[config.mk]
export PLATFORM = sky130hd
export DESIGN_NAME = cpu_run_controller
export DESIGN_NICKNAME = d
export VERILOG_FILES = /design/src/rtl/cpu_ctrl_pkg.sv /design/src/rtl/cpu_run_controller_halt_detector.sv /design/src/rtl/cpu_run_controller.sv
export SDC_FILE = /design/constraint.sdc
export NUM_CORES = 1
export LEC_CHECK = 0
export ABC_AREA = 1
export CORE_UTILIZATION = 30
export DETAILED_ROUTE_END_ITERATION = 16
export GPL_ROUTABILITY_DRIVEN = 0
export GPL_TIMING_DRIVEN = 0
export PLACE_DENSITY = 0.71
export SYNTH_ARGS = -nofsm -noshare
export SYNTH_HDL_FRONTEND = slang
export SYNTH_SLANG_ARGS = --single-unit
[constraint.sdc]
create_clock -name clock -period 4.7 [get_ports clock]
set_input_delay 0.47 -clock clock [delete_from_list [all_inputs] [get_ports clock]]
set_output_delay 0.47 -clock clock [all_outputs]
set_load 0.005 [all_outputs]
[src/rtl/cpu_ctrl_pkg.sv]
// Shared types and constants for the stack CPU run controller.
package cpu_ctrl_pkg;

  // Run sequencing states; RESET_CPU..CHECK_DATA are the busy states.
  typedef enum logic [2:0] {
    IDLE       = 3'd0,
    RESET_CPU  = 3'd1,
    RUN        = 3'd2,
    CHECK_ADDR = 3'd3,
    CHECK_DATA = 3'd4,
    DONE       = 3'd5
  } run_state_e;

  // Opcode the CPU sits on once its program has finished.
  localparam logic [3:0] OP_HALT = 4'hF;

  // Defaults for where the program leaves its verdict and what it means.
  localparam int RESULT_ADDR_DEFAULT = 135;
  localparam int PASS_VALUE_DEFAULT  = 2;
  localparam int HALT_CYCLES_DEFAULT = 4;

  // The host owns the RAM ports whenever the CPU is parked and idle.
  function automatic logic isHostOwned(input run_state_e state);
    return (state == IDLE) || (state == DONE);
  endfunction

endpackage

[src/rtl/cpu_run_controller_halt_detector.sv]
// Counts consecutive halt opcodes; reports halted once the run of them is long enough.
module halt_detector
  import cpu_ctrl_pkg::*;
#(
  parameter int HALT_CYCLES = HALT_CYCLES_DEFAULT
) (
  input  logic       clock,
  input  logic       reset,
  input  logic       clear,
  input  logic [3:0] opcode,
  output logic       halted
);

  localparam int CW = $clog2(HALT_CYCLES + 1);
  localparam logic [CW-1:0] HALT_TARGET = CW'(HALT_CYCLES);

  logic [CW-1:0] haltCount;

  // Consecutive-halt counter: saturates at the target, any other opcode restarts it.
  always_ff @(posedge clock or posedge reset) begin
    if (reset) begin
      haltCount <= '0;
    end else if (clear) begin
      haltCount <= '0;
    end else if (opcode == OP_HALT) begin
      if (haltCount != HALT_TARGET) begin
        haltCount <= haltCount + 1'b1;
      end
    end else begin
      haltCount <= '0;
    end
  end

  assign halted = (haltCount == HALT_TARGET);

endmodule

[src/rtl/cpu_run_controller.sv]
// Sequences one stack CPU run: host preload, CPU reset, run, halt/timeout, result check.
module cpu_run_controller
  import cpu_ctrl_pkg::*;
#(
  parameter int ADDR_BITS   = 8,
  parameter int DATA_BITS   = 8,
  parameter int TIMER_BITS  = 20,
  parameter int RESULT_ADDR = RESULT_ADDR_DEFAULT,
  parameter int PASS_VALUE  = PASS_VALUE_DEFAULT,
  parameter int HALT_CYCLES = HALT_CYCLES_DEFAULT
) (
  input  logic                  clock,
  input  logic                  reset,
  input  logic                  start,
  input  logic [TIMER_BITS-1:0] timeout_limit,
  input  logic                  load_valid,
  output logic                  load_ready,
  input  logic [ADDR_BITS-1:0]  load_addr,
  input  logic [DATA_BITS-1:0]  load_data,
  output logic                  cpu_reset,
  input  logic [11:0]           cpu_instruction,
  input  logic                  cpu_write_en,
  input  logic [ADDR_BITS-1:0]  cpu_write_addr,
  input  logic [DATA_BITS-1:0]  cpu_write_val,
  input  logic [ADDR_BITS-1:0]  cpu_read_addr,
  output logic                  mem_write_en,
  output logic [ADDR_BITS-1:0]  mem_write_addr,
  output logic [DATA_BITS-1:0]  mem_write_val,
  output logic [ADDR_BITS-1:0]  mem_read_addr,
  input  logic [DATA_BITS-1:0]  mem_read_data,
  output logic                  busy,
  output logic                  done,
  output logic                  pass,
  output logic                  timed_out,
  output logic [TIMER_BITS-1:0] cycle_count
);

  localparam logic [ADDR_BITS-1:0] RESULT_ADDR_W = ADDR_BITS'(RESULT_ADDR);
  localparam logic [DATA_BITS-1:0] PASS_VALUE_W  = DATA_BITS'(PASS_VALUE);

  run_state_e            stateReg;
  run_state_e            stateNext;
  logic [TIMER_BITS-1:0] limitReg;
  logic [TIMER_BITS-1:0] cycleReg;
  logic                  passReg;
  logic                  timedOutReg;
  logic                  halted;
  logic                  hostOwned;
  logic                  timeoutHit;
  logic [TIMER_BITS-1:0] cycleInc;
  logic                  unusedOperandBits;

  // Only the opcode nibble matters here; the operand byte is deliberately ignored.
  assign unusedOperandBits = ^cpu_instruction[7:0];

  assign hostOwned  = isHostOwned(stateReg);
  assign timeoutHit = (cycleReg == limitReg);
  assign cycleInc   = (&cycleReg) ? cycleReg : cycleReg + 1'b1;

  // Halt counter only runs in RUN so every run starts from a clean count.
  halt_detector #(
    .HALT_CYCLES(HALT_CYCLES)
  ) haltDetector (
    .clock  (clock),
    .reset  (reset),
    .clear  (stateReg != RUN),
    .opcode (cpu_instruction[11:8]),
    .halted (halted)
  );

  // State register.
  always_ff @(posedge clock or posedge reset) begin
    if (reset) begin
      stateReg <= IDLE;
    end else begin
      stateReg <= stateNext;
    end
  end

  // Next-state logic; halt and timeout both end RUN through the result check.
  always_comb begin
    stateNext = stateReg;
    unique case (stateReg)
      IDLE, DONE: if (start) stateNext = RESET_CPU;
      RESET_CPU:  stateNext = RUN;
      RUN:        if (halted || timeoutHit) stateNext = CHECK_ADDR;
      CHECK_ADDR: stateNext = CHECK_DATA;
      CHECK_DATA: stateNext = DONE;
      default:    stateNext = IDLE;
    endcase
  end

  // Run bookkeeping: limit latch, cycle timer and the two verdict flags.
  always_ff @(posedge clock or posedge reset) begin
    if (reset) begin
      limitReg    <= '0;
      cycleReg    <= '0;
      passReg     <= 1'b0;
      timedOutReg <= 1'b0;
    end else begin
      if (hostOwned && start) begin
        limitReg    <= timeout_limit;
        cycleReg    <= '0;
        passReg     <= 1'b0;
        timedOutReg <= 1'b0;
      end else if (stateReg == RUN) begin
        cycleReg <= cycleInc;
        // A halt seen on the timeout clock still counts as a clean halt.
        if (halted) begin
          timedOutReg <= 1'b0;
        end else if (timeoutHit) begin
          timedOutReg <= 1'b1;
        end
      end else if (stateReg == CHECK_DATA) begin
        passReg <= (mem_read_data == PASS_VALUE_W);
      end
    end
  end

  // RAM port ownership: host while parked, CPU in RUN, read-only result fetch in CHECK_*.
  always_comb begin
    load_ready     = 1'b0;
    mem_write_en   = 1'b0;
    mem_write_addr = '0;
    mem_write_val  = '0;
    mem_read_addr  = '0;
    unique case (stateReg)
      IDLE, DONE: begin
        load_ready     = 1'b1;
        mem_write_en   = load_valid;
        mem_write_addr = load_addr;
        mem_write_val  = load_data;
        mem_read_addr  = load_addr;
      end
      RUN: begin
        mem_write_en   = cpu_write_en;
        mem_write_addr = cpu_write_addr;
        mem_write_val  = cpu_write_val;
        mem_read_addr  = cpu_read_addr;
      end
      CHECK_ADDR, CHECK_DATA: begin
        mem_read_addr = RESULT_ADDR_W;
      end
      default: begin
        mem_read_addr = '0;
      end
    endcase
  end

  // Status outputs come straight from state so an async reset parks the CPU at once.
  assign cpu_reset   = (stateReg != RUN);
  assign busy        = !hostOwned;
  assign done        = (stateReg == DONE);
  assign pass        = passReg;
  assign timed_out   = timedOutReg;
  assign cycle_count = cycleReg;

endmodule

==> Yosys cells after proc, flatten, opt, wreduce, memory -nomap -nowiden <==
Cells that the tools add are included.
Widths: inputs -> output; s select.
{ "totals": {"out_inout_bits": 51, "word_cells": 60, "inputBits": 85, "register_bits": 48} }
{ "op_classes": {"muxes": 21, "reduce_logical": 15, "n_eq_ne": 16, "addsub": 2} }
{ "ops": {"columns": ["operator", "n"], "rows": [
  ["$mux 20", 3],
  ["$pmux 8 s2", 2],
  ["$pmux 8 s3", 1],
  ["$add 20x1->20 const B", 1],
  ["$eq 20x20->1", 1],
  ["$reduce_and 20->1", 1],
  ["$mux 3", 5],
  ["$pmux 3 s5", 1],
  ["$eq 3x3->1 const B", 3],
  ["$eq 8x2->1 const B", 1],
  ["$mux 1", 8],
  ["$reduce_and 2->1", 4],
  ["$eq 3x2->1 const B", 2],
  ["$ne 2x2->1 const B", 3],
  ["$ne 3x3->1 const B", 2],
  ["$eq 4x4->1 const B", 1],
  ["$reduce_bool 2->1", 2],
  ["$reduce_or 2->1", 2],
  ["$add 3x1->3 const B", 1],
  ["$eq 3x1->1 const B", 1],
  ["$logic_not 3->1", 1],
  ["$ne 3x2->1 const B", 1],
  ["$reduce_bool 3->1", 1],
  ["$logic_or 1x1->1", 2],
  ["other kinds (4)", 4]
]} }

==> Longest topological paths before layout <==
{ "depth": {"ltp_word": 5, "mapped_depth": 11, "ltp_nobuf": 10} }

==> Modules after synthesis <==
Synthesis repeated with hierarchy kept, for this count alone.
{ "hier_totals": {"cells_unflattened": 536, "area_unflattened_um2": 3450.8} }
{ "by_module_without_submodules": {"columns": ["mod", "cells_each", "n_inst", "seq_area_each_um2", "area_per_inst_um2"], "rows": [
  ["cpu_run_controller", 502, 1, 1126.1, 3234.4],
  ["halt_detector", 34, 1, 75.1, 216.5]
]} }

==> Worst setup path before layout <==
Ideal clock, no wire load.
{ "synth_path": {"path_type": "flip-flop to output port", "startpoint": "register stateReg[1]", "endpoint": "output mem_read_addr[6]", "setup_slack_ps": 2904, "arrival_time_ps": 1326, "path_stages_with_launch": 8, "required_ps": 4230, "path_cell_list": "dfrtp_1 -> buf_2 -> inv_2 -> nand2_1 -> o21ai_2 -> inv_1 -> clkbuf_1 -> o21ai_0"} }
{ "synth_via": {"elab_chain_cells": 3, "elab_cells_between_ends": 8, "classes_between": "4 x eq/ne; 1 x mux; 3 x reduce/logical"} }
{ "synth_rtl": {"columns": ["element", "line", "source"], "rows": [
  ["start, declared", "cpu_run_controller.sv:41", "run_state_e stateReg;"],
  ["start signal, assigned", "cpu_run_controller.sv:76", "stateReg <= stateNext;"],
  ["$eq 3x3->1, or another cell as far along", "cpu_run_controller.sv:127", "unique case (stateReg)"],
  ["$reduce_or 2->1", "cpu_run_controller.sv:127", null],
  ["$pmux 8 s3 (*)", "cpu_run_controller.sv:127", null],
  ["end, declared", "cpu_run_controller.sv:29", "output logic [ADDR_BITS-1:0] mem_read_addr,"]
]} }
Mark *: on every way between the ends. The rest lies on a longest branch, timed or not.

==> Worst setup path in the final report <==
{ "layout_path": {"startpoint": "register stateReg[0]", "endpoint": "output mem_read_addr[1]"} }
The elaborated chain is that of the path after synthesis.

==> results.txt <==
Grt ovf = 0
Worst Hold Class = in2async
Drt wl/cell = 13.7 um
Kind of end point of the critical path = output pin
Setup-failing EPs final = 0
Share of layout cells above drive strength 1 = 7.72%
Vias in the first global route = 3504
Yosys reg bits = 48
Pre-Repair DR Iteration Count = 4
Ys flop type = dfrtp_1
Number of enable flip-flop cells after synthesis = 0
Post-synth ARST share = 100%
Worst setup SP type = register
CP max FO = 10
Initial core utilization = 30.9%
WL met1 = 3990 um
CP Buf/Inv Count = 3
Total GRT Usage = 18.9%
Clk sink count = 48
Initial antenna violation count = 0
CTS tree = yes
Worst vdd ir = 0.346 mV
Clk_lat worst skew = 310 ps
Fill count = 1016
Achievable Freq = 0.326 GHz
Cts repair resizes = 0
Hold Vio Cnt, Final = 0
Status = finished, final reports clean
Number of placement rows = 37
Skew final = 13.8 ps
Synth warn = 0
Switching share of power = 42.4%
Switching power total = 0.00101 W
Post-DP HPWL = 7970 um
H-tree levels = 2
Tightest Pin Transition = 510 ps
Sequential fraction of the synthesis area = 37.8%
# diodes = 0
Critical Path, Cell by Cell = nor2_4 -> nand2_1 -> o21ai_2 -> inv_1 -> clkbuf_1 -> o211ai_1 -> clkdlybuf4s50_1
Finished Core Util = 46.3%
Global-route wire length before repair = 16500 um
Fin. max-slew vios = 0
Core area = 0.0103 sq mm
# nets final = 683
Area of the multi-input gates = 0.00168 sq mm
RSZ-0062 raised after global routing = no
Arrival @ worst endpoint = 2600 ps
Tmin final = 3070 ps
Area leader, netlist = dfrtp_1
Hold buffer count at cts = 0
CTS Buf Count = 5
Metal2 WL = 4950 um
Max_slew headroom = 65.6%
Cell count after synthesis = 460
Top post-synthesis cells by area = dfrtp_1, nand2_1, inv_1, nand3_1, o21ai_0
Most common cell in the netlist = nand2_1
Clock buffer depth = 2
Horiz. Die Dim = 105 um
Setup TNS = 0 ps
Final hold slack = 409 ps
Tcrit/Tclk final = 65.3%
CP top delay family = buffers and inverters
Commonest cells in the synthesized netlist = nand2_1, dfrtp_1, inv_1
Vias per cell = 4.81
I/O pin count = 136
Port Buffers = 127
CP max-delay cell = clkdlybuf4s50_1
Mapped cell area = 0.00318 sq mm
WL final = 10000 um
Syn_nets = 548
MaxCap Viol Count = 0
Critical R2R Launch = cycle_count[0]
CTS root buffer = clkbuf_8
1st-iter DRT viols = 179
Reg power frac = 28.1%
Clock network fraction of total power = 13.5%
P&R area growth vs syn = 49.8%
# Post-CTS Setup Buffers = 0
Yosys top cell area share = 37.8%
Setup slack on the worst flop-to-flop path = 2500 ps
Int Power = 0.00137 W
DR WL met3 = 777 um
Slowest stage delay, CP = 570 ps
Worst Setup SP = stateReg[0]
Comb pwr share = 58.3%
Routed Antenna Nets = 0
Die height = 105 um
Static leakage = 2.04 nW
Die area = 0.0110 sq mm
Netlist cell types = 29
Data required, critical path = 4230 ps
Clock transition at path regs = 100 ps
Register area = 0.00120 sq mm
Synthesized area per cell = 6.91 sq um
Largest net degree at the start of global routing = 38
# DRC = 0
Critical path class = reg2out
DR top layer = met4
Via total after detailed routing = 3521
PD cells = 501 mW/mm^2
sequential cells by signal, summed over array words and instances (netlist names):
register / cells
cycle_count: 20
haltDetector.haltCount: 3
limitReg: 20
pass: 1
stateReg: 3
timed_out: 1
power groups by stage:
stage	logic (W)	registers (W)	clock network, W
2_1_floorplan	0.000758	0.000647	0
3_3_place_gp	0.00136	0.000673	0
3_5_place_dp	0.00139	0.000674	0
4_1_cts	0.00140	0.000668	0.000329
5_1_grt	0.00155	0.000691	0.000345
6_report	0.00139	0.000671	0.000322
final cells by class:
| cell class | instances | area share, % |
|---|---|---|
| inverter | 56 | 4.42 |
| clock buffer | 6 | 1.73 |
| buffer | 17 | 1.92 |
| timing repair buffer | 128 | 27.1 |
| tap | 136 | 3.57 |
| clock inverter | 2 | 0.815 |
| sequential | 48 | 25.2 |
| multi-input combinational | 339 | 35.2 |
placed cells by master, fill, tap and decap left out, types with 3 or more instances in the layout:
cell type | synthesis | layout
a21oi_1 | 4 | 4
a32o_1 | 9 | 9
buf_2 | 7 | 7
buf_4 | 3 | 3
clkbuf_1 | 6 | 6
clkbuf_8 | 0 | 6
clkdlybuf4s50_1 | 0 | 127
dfrtp_1 | 48 | 48
ha_1 | 3 | 3
inv_1 | 48 | 47
inv_2 | 8 | 9
nand2_1 | 152 | 152
nand2_2 | 3 | 3
nand3_1 | 34 | 34
nand4_1 | 6 | 6
nor2_1 | 37 | 37
nor3_1 | 6 | 6
o211ai_1 | 4 | 4
o21ai_0 | 32 | 32
o21ai_1 | 14 | 14
o21ai_2 | 7 | 7
xnor2_1 | 6 | 6
xor2_1 | 13 | 13
metal layers:
layer  GRT usage (%)  vias up
met2            33.8      156
met4            7.85        0
met3            3.93       23
met5               0        -
li1                -     1745
met1            21.7     1597
worst paths after layout:
kind | to | cells past startpoint
min | limitReg[0] | 2
max reg2reg | cycle_count[11] | 11
max | mem_read_addr[1] | 7
min reg2reg | limitReg[15] | 2
min in group clock | limitReg[15] | 2
max in group asynchronous | limitReg[5] | 3
cell families after synthesis:
group / Yosys count / share of synthesized area (%)
DFF: 48 / 37.8
buffers and inverters: 73 / 9.49
adders and majority gates: 3 / 1.18
and+or+nand+nor: 247 / 32.7
AOI/OAI and AO/OA: 70 / 13.6
xor gates and xnor gates: 19 / 5.24
stage by stage:
| stage | cells | total power, W | setup slack [ps] | area (sq um) |
|---|---|---|---|---|
| after floorplan | 460 | 0.00141 | 2900 | 3180 |
| after global placement | 723 | 0.00203 | 2000 | 4620 |
| after detailed placement | 724 | 0.00207 | 2010 | 4640 |
| after CTS | 732 | 0.00240 | 1660 | 4760 |
| after global routing | 732 | 0.00258 | 1560 | 4760 |
| final | 732 | 0.00238 | 1630 | 4760 |
No activity file was read; power rests on OpenSTA's default activity.
